### src/rtl/rom_dl_if.sv
// ROM download bus between hps_io and the download sequencer.
// The master side is hps_io, which drives the ioctl byte stream.
// The slave side is the sequencer, which drives the core write port.
interface rom_dl_if #(
   parameter int AW = 16
) ();
   logic          ioctl_download;
   logic          ioctl_wr;
   logic [24:0]   ioctl_addr;
   logic [7:0]    ioctl_dout;
   logic [AW-1:0] dn_addr;
   logic [7:0]    dn_data;
   logic          dn_wr;

   modport master (
      output ioctl_download, ioctl_wr, ioctl_addr, ioctl_dout,
      input  dn_addr, dn_data, dn_wr
   );

   modport slave (
      input  ioctl_download, ioctl_wr, ioctl_addr, ioctl_dout,
      output dn_addr, dn_data, dn_wr
   );
endinterface

### src/rtl/rom_dl_seq.sv
// ROM download sequencer. It forwards in-range ioctl bytes to the core
// write port, one cycle late. It also checks the image length and
// keeps the core in reset until a valid image has been loaded and the
// post-load reset stretch has elapsed.
module rom_dl_seq #(
   parameter int ROM_SIZE = 32768,
   parameter int RST_HOLD = 16,
   parameter int AW       = 16
) (
   input  logic        clk_sys,
   input  logic        reset,
   rom_dl_if.slave     dl,
   input  logic        user_reset,
   output logic        core_reset,
   output logic        rom_valid,
   output logic        dl_error,
   output logic [24:0] byte_count
);
   localparam int          CW         = $clog2(RST_HOLD + 1);
   localparam logic [24:0] ROM_SIZE_W = 25'(ROM_SIZE);
   localparam logic [24:0] COUNT_MAX  = {25{1'b1}};
   localparam logic [CW-1:0] HOLD_LOAD = CW'(RST_HOLD);
   localparam logic [CW-1:0] CNT_ONE   = CW'(1);
   localparam logic [CW-1:0] CNT_ZERO  = CW'(0);

   typedef enum logic [2:0] {
      ST_EMPTY = 3'd0,
      ST_LOAD  = 3'd1,
      ST_CHECK = 3'd2,
      ST_HOLD  = 3'd3,
      ST_RUN   = 3'd4
   } state_t;

   state_t        state_r, state_s;
   logic [CW-1:0] hold_cnt_r, hold_cnt_s;
   logic          dl_q_r;
   logic          armed_r;      // a low level of ioctl_download has been seen since reset
   logic          overflow_r;
   logic          load_entry_s;
   logic          dl_rise_s, dl_fall_s;
   logic          wr_window_s, wr_ok_s, wr_oob_s;
   logic          image_ok_s;
   logic [AW-1:0] dn_addr_r;
   logic [7:0]    dn_data_r;
   logic          dn_wr_r;
   logic          core_reset_r, rom_valid_r, dl_error_r;
   logic [24:0]   byte_count_r;

   // A rising edge only counts once the line has been seen low. This way a
   // download that was already active when reset was released is ignored.
   assign dl_rise_s = dl.ioctl_download & ~dl_q_r & armed_r;
   assign dl_fall_s = ~dl.ioctl_download & dl_q_r;

   // A strobe in the same cycle as the falling edge still belongs to the download.
   assign wr_window_s = dl.ioctl_wr & (dl.ioctl_download | dl_q_r) & (state_r == ST_LOAD);
   assign wr_ok_s     = wr_window_s & (dl.ioctl_addr < ROM_SIZE_W);
   assign wr_oob_s    = wr_window_s & ~(dl.ioctl_addr < ROM_SIZE_W);
   assign image_ok_s  = (byte_count_r == ROM_SIZE_W) & ~overflow_r;

   // Next-state and reset-stretch counter logic
   always_comb begin
      state_s      = state_r;
      hold_cnt_s   = hold_cnt_r;
      load_entry_s = 1'b0;
      case (state_r)
         ST_EMPTY: begin
            if (dl_rise_s) begin
               state_s      = ST_LOAD;
               load_entry_s = 1'b1;
            end else begin
               state_s = ST_EMPTY;
            end
         end
         ST_LOAD: begin
            if (dl_fall_s) begin
               state_s = ST_CHECK;
            end else begin
               state_s = ST_LOAD;
            end
         end
         ST_CHECK: begin
            if (image_ok_s) begin
               state_s    = ST_HOLD;
               hold_cnt_s = HOLD_LOAD;
            end else begin
               state_s = ST_EMPTY;
            end
         end
         ST_HOLD: begin
            if (dl_rise_s) begin
               state_s      = ST_LOAD;
               load_entry_s = 1'b1;
            end else if (user_reset) begin
               hold_cnt_s = HOLD_LOAD;
            end else if (hold_cnt_r <= CNT_ONE) begin
               state_s    = ST_RUN;
               hold_cnt_s = CNT_ZERO;
            end else begin
               hold_cnt_s = hold_cnt_r - CNT_ONE;
            end
         end
         ST_RUN: begin
            if (dl_rise_s) begin
               state_s      = ST_LOAD;
               load_entry_s = 1'b1;
            end else if (user_reset) begin
               state_s    = ST_HOLD;
               hold_cnt_s = HOLD_LOAD;
            end else begin
               state_s = ST_RUN;
            end
         end
         default: begin
            state_s    = ST_EMPTY;
            hold_cnt_s = CNT_ZERO;
         end
      endcase
   end

   // State register, download edge tracking and core reset output
   always_ff @(posedge clk_sys or posedge reset) begin
      if (reset) begin
         state_r      <= ST_EMPTY;
         hold_cnt_r   <= CNT_ZERO;
         dl_q_r       <= 1'b0;
         armed_r      <= 1'b0;
         core_reset_r <= 1'b1;
      end else begin
         state_r      <= state_s;
         hold_cnt_r   <= hold_cnt_s;
         dl_q_r       <= dl.ioctl_download;
         armed_r      <= armed_r | ~dl.ioctl_download;
         core_reset_r <= (state_s != ST_RUN);
      end
   end

   // Core write port: one registered strobe per accepted byte
   always_ff @(posedge clk_sys or posedge reset) begin
      if (reset) begin
         dn_addr_r <= {AW{1'b0}};
         dn_data_r <= 8'd0;
         dn_wr_r   <= 1'b0;
      end else begin
         dn_wr_r <= wr_ok_s;
         if (wr_ok_s) begin
            dn_addr_r <= dl.ioctl_addr[AW-1:0];
            dn_data_r <= dl.ioctl_dout;
         end
      end
   end

   // Download bookkeeping: byte count, overflow and the verdict taken in CHECK
   always_ff @(posedge clk_sys or posedge reset) begin
      if (reset) begin
         byte_count_r <= 25'd0;
         overflow_r   <= 1'b0;
         rom_valid_r  <= 1'b0;
         dl_error_r   <= 1'b0;
      end else if (load_entry_s) begin
         byte_count_r <= 25'd0;
         overflow_r   <= 1'b0;
         rom_valid_r  <= 1'b0;
         dl_error_r   <= 1'b0;
      end else begin
         if (wr_ok_s && (byte_count_r != COUNT_MAX)) begin
            byte_count_r <= byte_count_r + 25'd1;
         end
         if (wr_oob_s) begin
            overflow_r <= 1'b1;
         end
         if (state_r == ST_CHECK) begin
            rom_valid_r <= image_ok_s;
            dl_error_r  <= ~image_ok_s;
         end
      end
   end

   assign dl.dn_addr  = dn_addr_r;
   assign dl.dn_data  = dn_data_r;
   assign dl.dn_wr    = dn_wr_r;
   assign core_reset  = core_reset_r;
   assign rom_valid   = rom_valid_r;
   assign dl_error    = dl_error_r;
   assign byte_count  = byte_count_r;
endmodule
### src/flat_wrapper.sv
// flat-port wrapper written by rule: the top's interface ports become plain ports
module rom_dl_seq_flat 
#(
   parameter int ROM_SIZE = 32768,
   parameter int RST_HOLD = 16,
   parameter int AW       = 16
)
  (clk_sys, reset, user_reset, core_reset, rom_valid, dl_error, byte_count, dl_ioctl_download, dl_ioctl_wr, dl_ioctl_addr, dl_ioctl_dout, dl_dn_addr, dl_dn_data, dl_dn_wr);
  rom_dl_if #(.AW(AW)) dl_i ();
  input  logic clk_sys;
  input  logic reset;
  input  logic user_reset;
  output logic core_reset;
  output logic rom_valid;
  output logic dl_error;
  output logic [24:0] byte_count;
  input wire logic [$bits(dl_i.ioctl_download)-1:0] dl_ioctl_download;
  input wire logic [$bits(dl_i.ioctl_wr)-1:0] dl_ioctl_wr;
  input wire logic [$bits(dl_i.ioctl_addr)-1:0] dl_ioctl_addr;
  input wire logic [$bits(dl_i.ioctl_dout)-1:0] dl_ioctl_dout;
  output wire logic [$bits(dl_i.dn_addr)-1:0] dl_dn_addr;
  output wire logic [$bits(dl_i.dn_data)-1:0] dl_dn_data;
  output wire logic [$bits(dl_i.dn_wr)-1:0] dl_dn_wr;
  assign dl_i.ioctl_download = dl_ioctl_download;
  assign dl_i.ioctl_wr = dl_ioctl_wr;
  assign dl_i.ioctl_addr = dl_ioctl_addr;
  assign dl_i.ioctl_dout = dl_ioctl_dout;
  assign dl_dn_addr = dl_i.dn_addr;
  assign dl_dn_data = dl_i.dn_data;
  assign dl_dn_wr = dl_i.dn_wr;
  rom_dl_seq #(.ROM_SIZE(ROM_SIZE), .RST_HOLD(RST_HOLD), .AW(AW)) u_core (.clk_sys(clk_sys), .reset(reset), .dl(dl_i), .user_reset(user_reset), .core_reset(core_reset), .rom_valid(rom_valid), .dl_error(dl_error), .byte_count(byte_count));
endmodule
### config.mk
export PLATFORM = sky130hd
export DESIGN_NAME = rom_dl_seq_flat
export DESIGN_NICKNAME = d
export VERILOG_FILES = /design/src/rtl/rom_dl_if.sv /design/src/rtl/rom_dl_seq.sv /design/src/flat_wrapper.sv
export SDC_FILE = /design/constraint.sdc
export NUM_CORES = 1
export LEC_CHECK = 0
export ABC_CLOCK_PERIOD_IN_PS = 2900
export CORE_ASPECT_RATIO = 0.75
export CORE_UTILIZATION = 48
export DETAILED_ROUTE_END_ITERATION = 10
export GPL_ROUTABILITY_DRIVEN = 1
export HOLD_SLACK_MARGIN = 0.02
export PLACE_DENSITY = 0.89
export SYNTH_ARGS = -nofsm -noshare
export SYNTH_HDL_FRONTEND = slang
export SYNTH_SLANG_ARGS = --single-unit
### constraint.sdc
create_clock -name clk_sys -period 2.9 [get_ports clk_sys]
set_clock_uncertainty 0.05 [all_clocks]
set_input_delay 0.725 -clock clk_sys [delete_from_list [all_inputs] [get_ports clk_sys]]
set_output_delay 0.725 -clock clk_sys [all_outputs]
set_load 0.005 [all_outputs]
==> metrics.md <==
| Metric | Value |
|---|---|
| DR vias | 3007 |
| Predominant post-synthesis flop cell | dfrtp_1 |
| Cts bufs inserted | 9 |
| Final std cells w/o fill | 506 |
| Hold path cells | 1 |
| Worst min path class | reg -> reg |
| RSZ-0062 raised after global routing | false |
| PortBufs | 90 |
| Core footprint | 6380 um^2 |
| CTS max path bufs | 2 |
| Max layer used | met4 |
| Number of DRC markers in iteration 0 | 202 |
| Htree depth | 3 |
| Clock root buffer | clkbuf_8 |
| FP Rows | 25 |
| Register area share after synthesis | about half |
| R2R cell count | 6 |
| Final GP Congestion | roughly 0.86 |
| Met2 wire len | 4340 um |
| Synth area leaders | dfrtp_1 49%, mux2_2 8.4%, a21oi_1 3.7% |
| Post-synth net total | about 350 |
| Pwr Total | 2520 uW |
| Top cell type's share of synthesized area | 49.2% |
| DP Cell Count | 490 |
| Die Ht | 72.8 um |
| Fin crit share | 93.8% |
| P per Cell Area | 552 nW/um^2 |
| Hold_sp | u_core.dl.dn_addr[7]$_DFFE_PP0P_ |
| Cells resized by post-CTS repair | 0 |
| Synthesized area | 3200 um^2 |
| Ports | between 90 and 100 |
| Slew margin rel. | 52.7% |
| Max Slew Vio Count | 0 |
| EDFF count, synth | 0 |
| Detailed Routing Iterations Pass 1 | 5 |
| Static leakage | 0.00192 uW |
| WS Path Type | in -> reg |
| Status | finished clean |
| HPWL Detailed | around 6300 um |
| Worst-Skew Late Latency | 340 ps |
| RR Endpoint | u_core.byte_count[20]$_DFFE_PP0P_ |
| Starting density of the core | 50.2% |
| F_max | 368 MHz |
| Cells after Synth | 311 |
| Vias per cell | between 5 and 6 |
| Worst-Margin Slew | 703 ps |
| CTS Hold Bufs | 0 |
| Syn_area_per_cell | a little over 10 um^2 |
| Area growth from synthesis to layout | 42.4% |
| Vias in the first global route | 2912 |
| Initial antenna violation count | 0 |
| Setup bufs post-CTS | 0 |
| WP data arrival | 2940 ps |
| Ant. Diodes | 0 |
| Setup Viol. Count Final | 0 |
| CTS Sinks | 64 |
| Hold endpoint | u_core.dl.dn_addr[7]$_DFFE_PP0P_ |
| Worst flop-to-flop path startpoint | u_core.byte_count[0]$_DFFE_PP0P_ |
| Final min period | 2720 ps |
| Max VDD drop | a little over 400 uV |
| CP required | between 3000 and 4000 ps |
| Worst reg-to-reg setup slack | 280 ps |
| Die width | between 90 and 100 um |
| Routed WL | 8690 um |
| CTS clk-pin slew, worst paths | 70 ps |
| WL met3 | between 600 and 700 um |
| Die ar. | about 7000 um^2 |
| Yosys warns | 0 |
| Multi-input gate area | 1500 um^2 |
| Fill cell count | 456 |
| GRT overflow | 0 |
| Fin nets | 462 |
| GR Util All Layers | 27.0% |
| Startpoint Class | input pin |
| Final Hold Viols | 0 |
| FF+latch area | 1600 um^2 |
| TritonCTS clock tree | built |
| # DRC | 0 |
| FF+latch count, synth | 64 |
| Average wire per standard cell | 17.2 um |
| Crit end category | flop |
| Distinct cells, synth | 52 |
| Pin count of the biggest net entering global routing | 65 |
| Max FO, Critical Path | 7 |
| Max_cap viols | 0 |
| Layout cells sized above 1 | between 15 and 20% |
| M1 WL | ~3600 um |
| First-pass GRT wire length | 14100 um |
| Asr flop ratio synth | between 90% and 100% |
| Cell taking the most area after synthesis | dfrtp_1 |
| Remaining antenna violation count | 0 |
[final cells by class]
class                   count  area share [%]
inverters                  15            1.23
multi-input cells         221            32.8
clock inverters             5            2.30
repair buffers            109            23.4
flip-flops and latches     64            35.1
clock buffers              11            2.88
well taps                  81            2.22
[worst max-delay path, stage by stage]
cell	delay (ps)
clkdlybuf4s50_1	400
nor4_1	270
buf_4	160
nand3_1	90
or4_1	620
or4_1	510
a21oi_1	160
[how the worst max path moves through the flow]
stage / slack [ps] / to / cells after the start / from
after floorplan: 250 / u_core.byte_count[21]$_DFFE_PP0P_ / 6 / dl_ioctl_addr[24]
after global placement: -90 / u_core.byte_count[21]$_DFFE_PP0P_ / 7 / dl_ioctl_addr[24]
after detailed placement: -140 / u_core.byte_count[21]$_DFFE_PP0P_ / 7 / dl_ioctl_addr[24]
after CTS: 200 / u_core.byte_count[21]$_DFFE_PP0P_ / 7 / dl_ioctl_addr[20]
after global routing: 10 / u_core.byte_count[21]$_DFFE_PP0P_ / 7 / dl_ioctl_addr[23]
final: 180 / u_core.byte_count[21]$_DFFE_PP0P_ / 7 / dl_ioctl_addr[24]
[logic make-up after synthesis]
kind of cell | synth area share, %
AO/OA/AOI/OAI | 13.0
XOR/XNOR | 0.547
adder cells (fa/ha/maj) | 1.56
buffers and inverters | 3.36
flip-flops | 50.0
multiplexers | 9.68
AND/OR/NAND/NOR | 21.9
[cells in the mapped netlist, types with 2 or more instances]
| library cell | number |
|---|---|
| o31ai_1 | 10 |
| nand2b_1 | 4 |
| nor2b_1 | 3 |
| o22ai_1 | 2 |
| a31oi_1 | 3 |
| nand4_1 | 10 |
| mux2i_1 | 4 |
| nor3_1 | 5 |
| o21ai_0 | 12 |
| a22o_1 | 2 |
| mux2_2 | 24 |
| ha_1 | 4 |
| nor4_1 | 8 |
| or4_1 | 10 |
| and3_1 | 2 |
| a21oi_1 | 24 |
| nor4b_1 | 4 |
| or2_2 | 2 |
| nand2_1 | 19 |
| or3_1 | 14 |
| nor2_1 | 19 |
| nand3_1 | 11 |
| inv_1 | 15 |
| clkbuf_1 | 8 |
| dfrtp_1 | 63 |
| and4_1 | 3 |
[cells in the final DEF (no fill, tap or decap), types with 3 or more instances in the layout]
master	synthesis	routed
a21oi_1	24	24
mux2_2	24	24
nand2b_1	4	4
mux2i_1	4	4
o21ai_0	12	12
o31ai_1	10	10
nand3_1	11	11
or4_1	10	10
nor2_1	19	18
nand4_1	10	10
nor4b_1	4	4
ha_1	4	4
dfrtp_1	63	63
nor3_1	5	5
nor4_1	8	8
and4_1	3	3
bufinv_16	0	3
buf_4	0	17
nand2_1	19	19
or3_1	14	14
clkdlybuf4s50_1	0	90
a31oi_1	3	3
nor2b_1	3	3
inv_1	15	14
clkbuf_8	0	9
[power by group]
group	switching, uW	total, uW	internal, uW
registers	93.2	1050	955
clock network	354	926	572
logic	261	545	284
[flip-flops by register name, indices dropped and copies added (netlist names)]
signal and cells:
u_core.armed_r 1, u_core.byte_count 25, u_core.overflow_r 1, u_core.rom_valid 1
u_core.dl_error 1, u_core.dl.dn_addr 16, u_core.dl_q_r 1, u_core.state_r 3
u_core.core_reset 1, u_core.hold_cnt_r 5, u_core.dl.dn_wr 1, u_core.dl.dn_data 8
[routing by layer]
metal | GRT usage, % | vias up
li1 | - | 1382
met3 | 6.88 | 15
met2 | 42.6 | 139
met5 | 0 | -
met4 | 10.9 | 0
met1 | 35.7 | 1471
[metrics by stage]
step                cell area (um^2)  utilization, %  TNS [ps]  worst slack (ps)  hold slack [ps]
floorplan                       3200               -         0               251              400
global placement                4330            67.8      -511             -91.2              423
detailed placement              4330            67.8     -1020              -139              445
CTS                             4560            71.5         0               200              461
global route                    4560            71.5         0              13.1              474
finish                          4560            71.5         0               180              458
(Power assumes the default switching activity.)
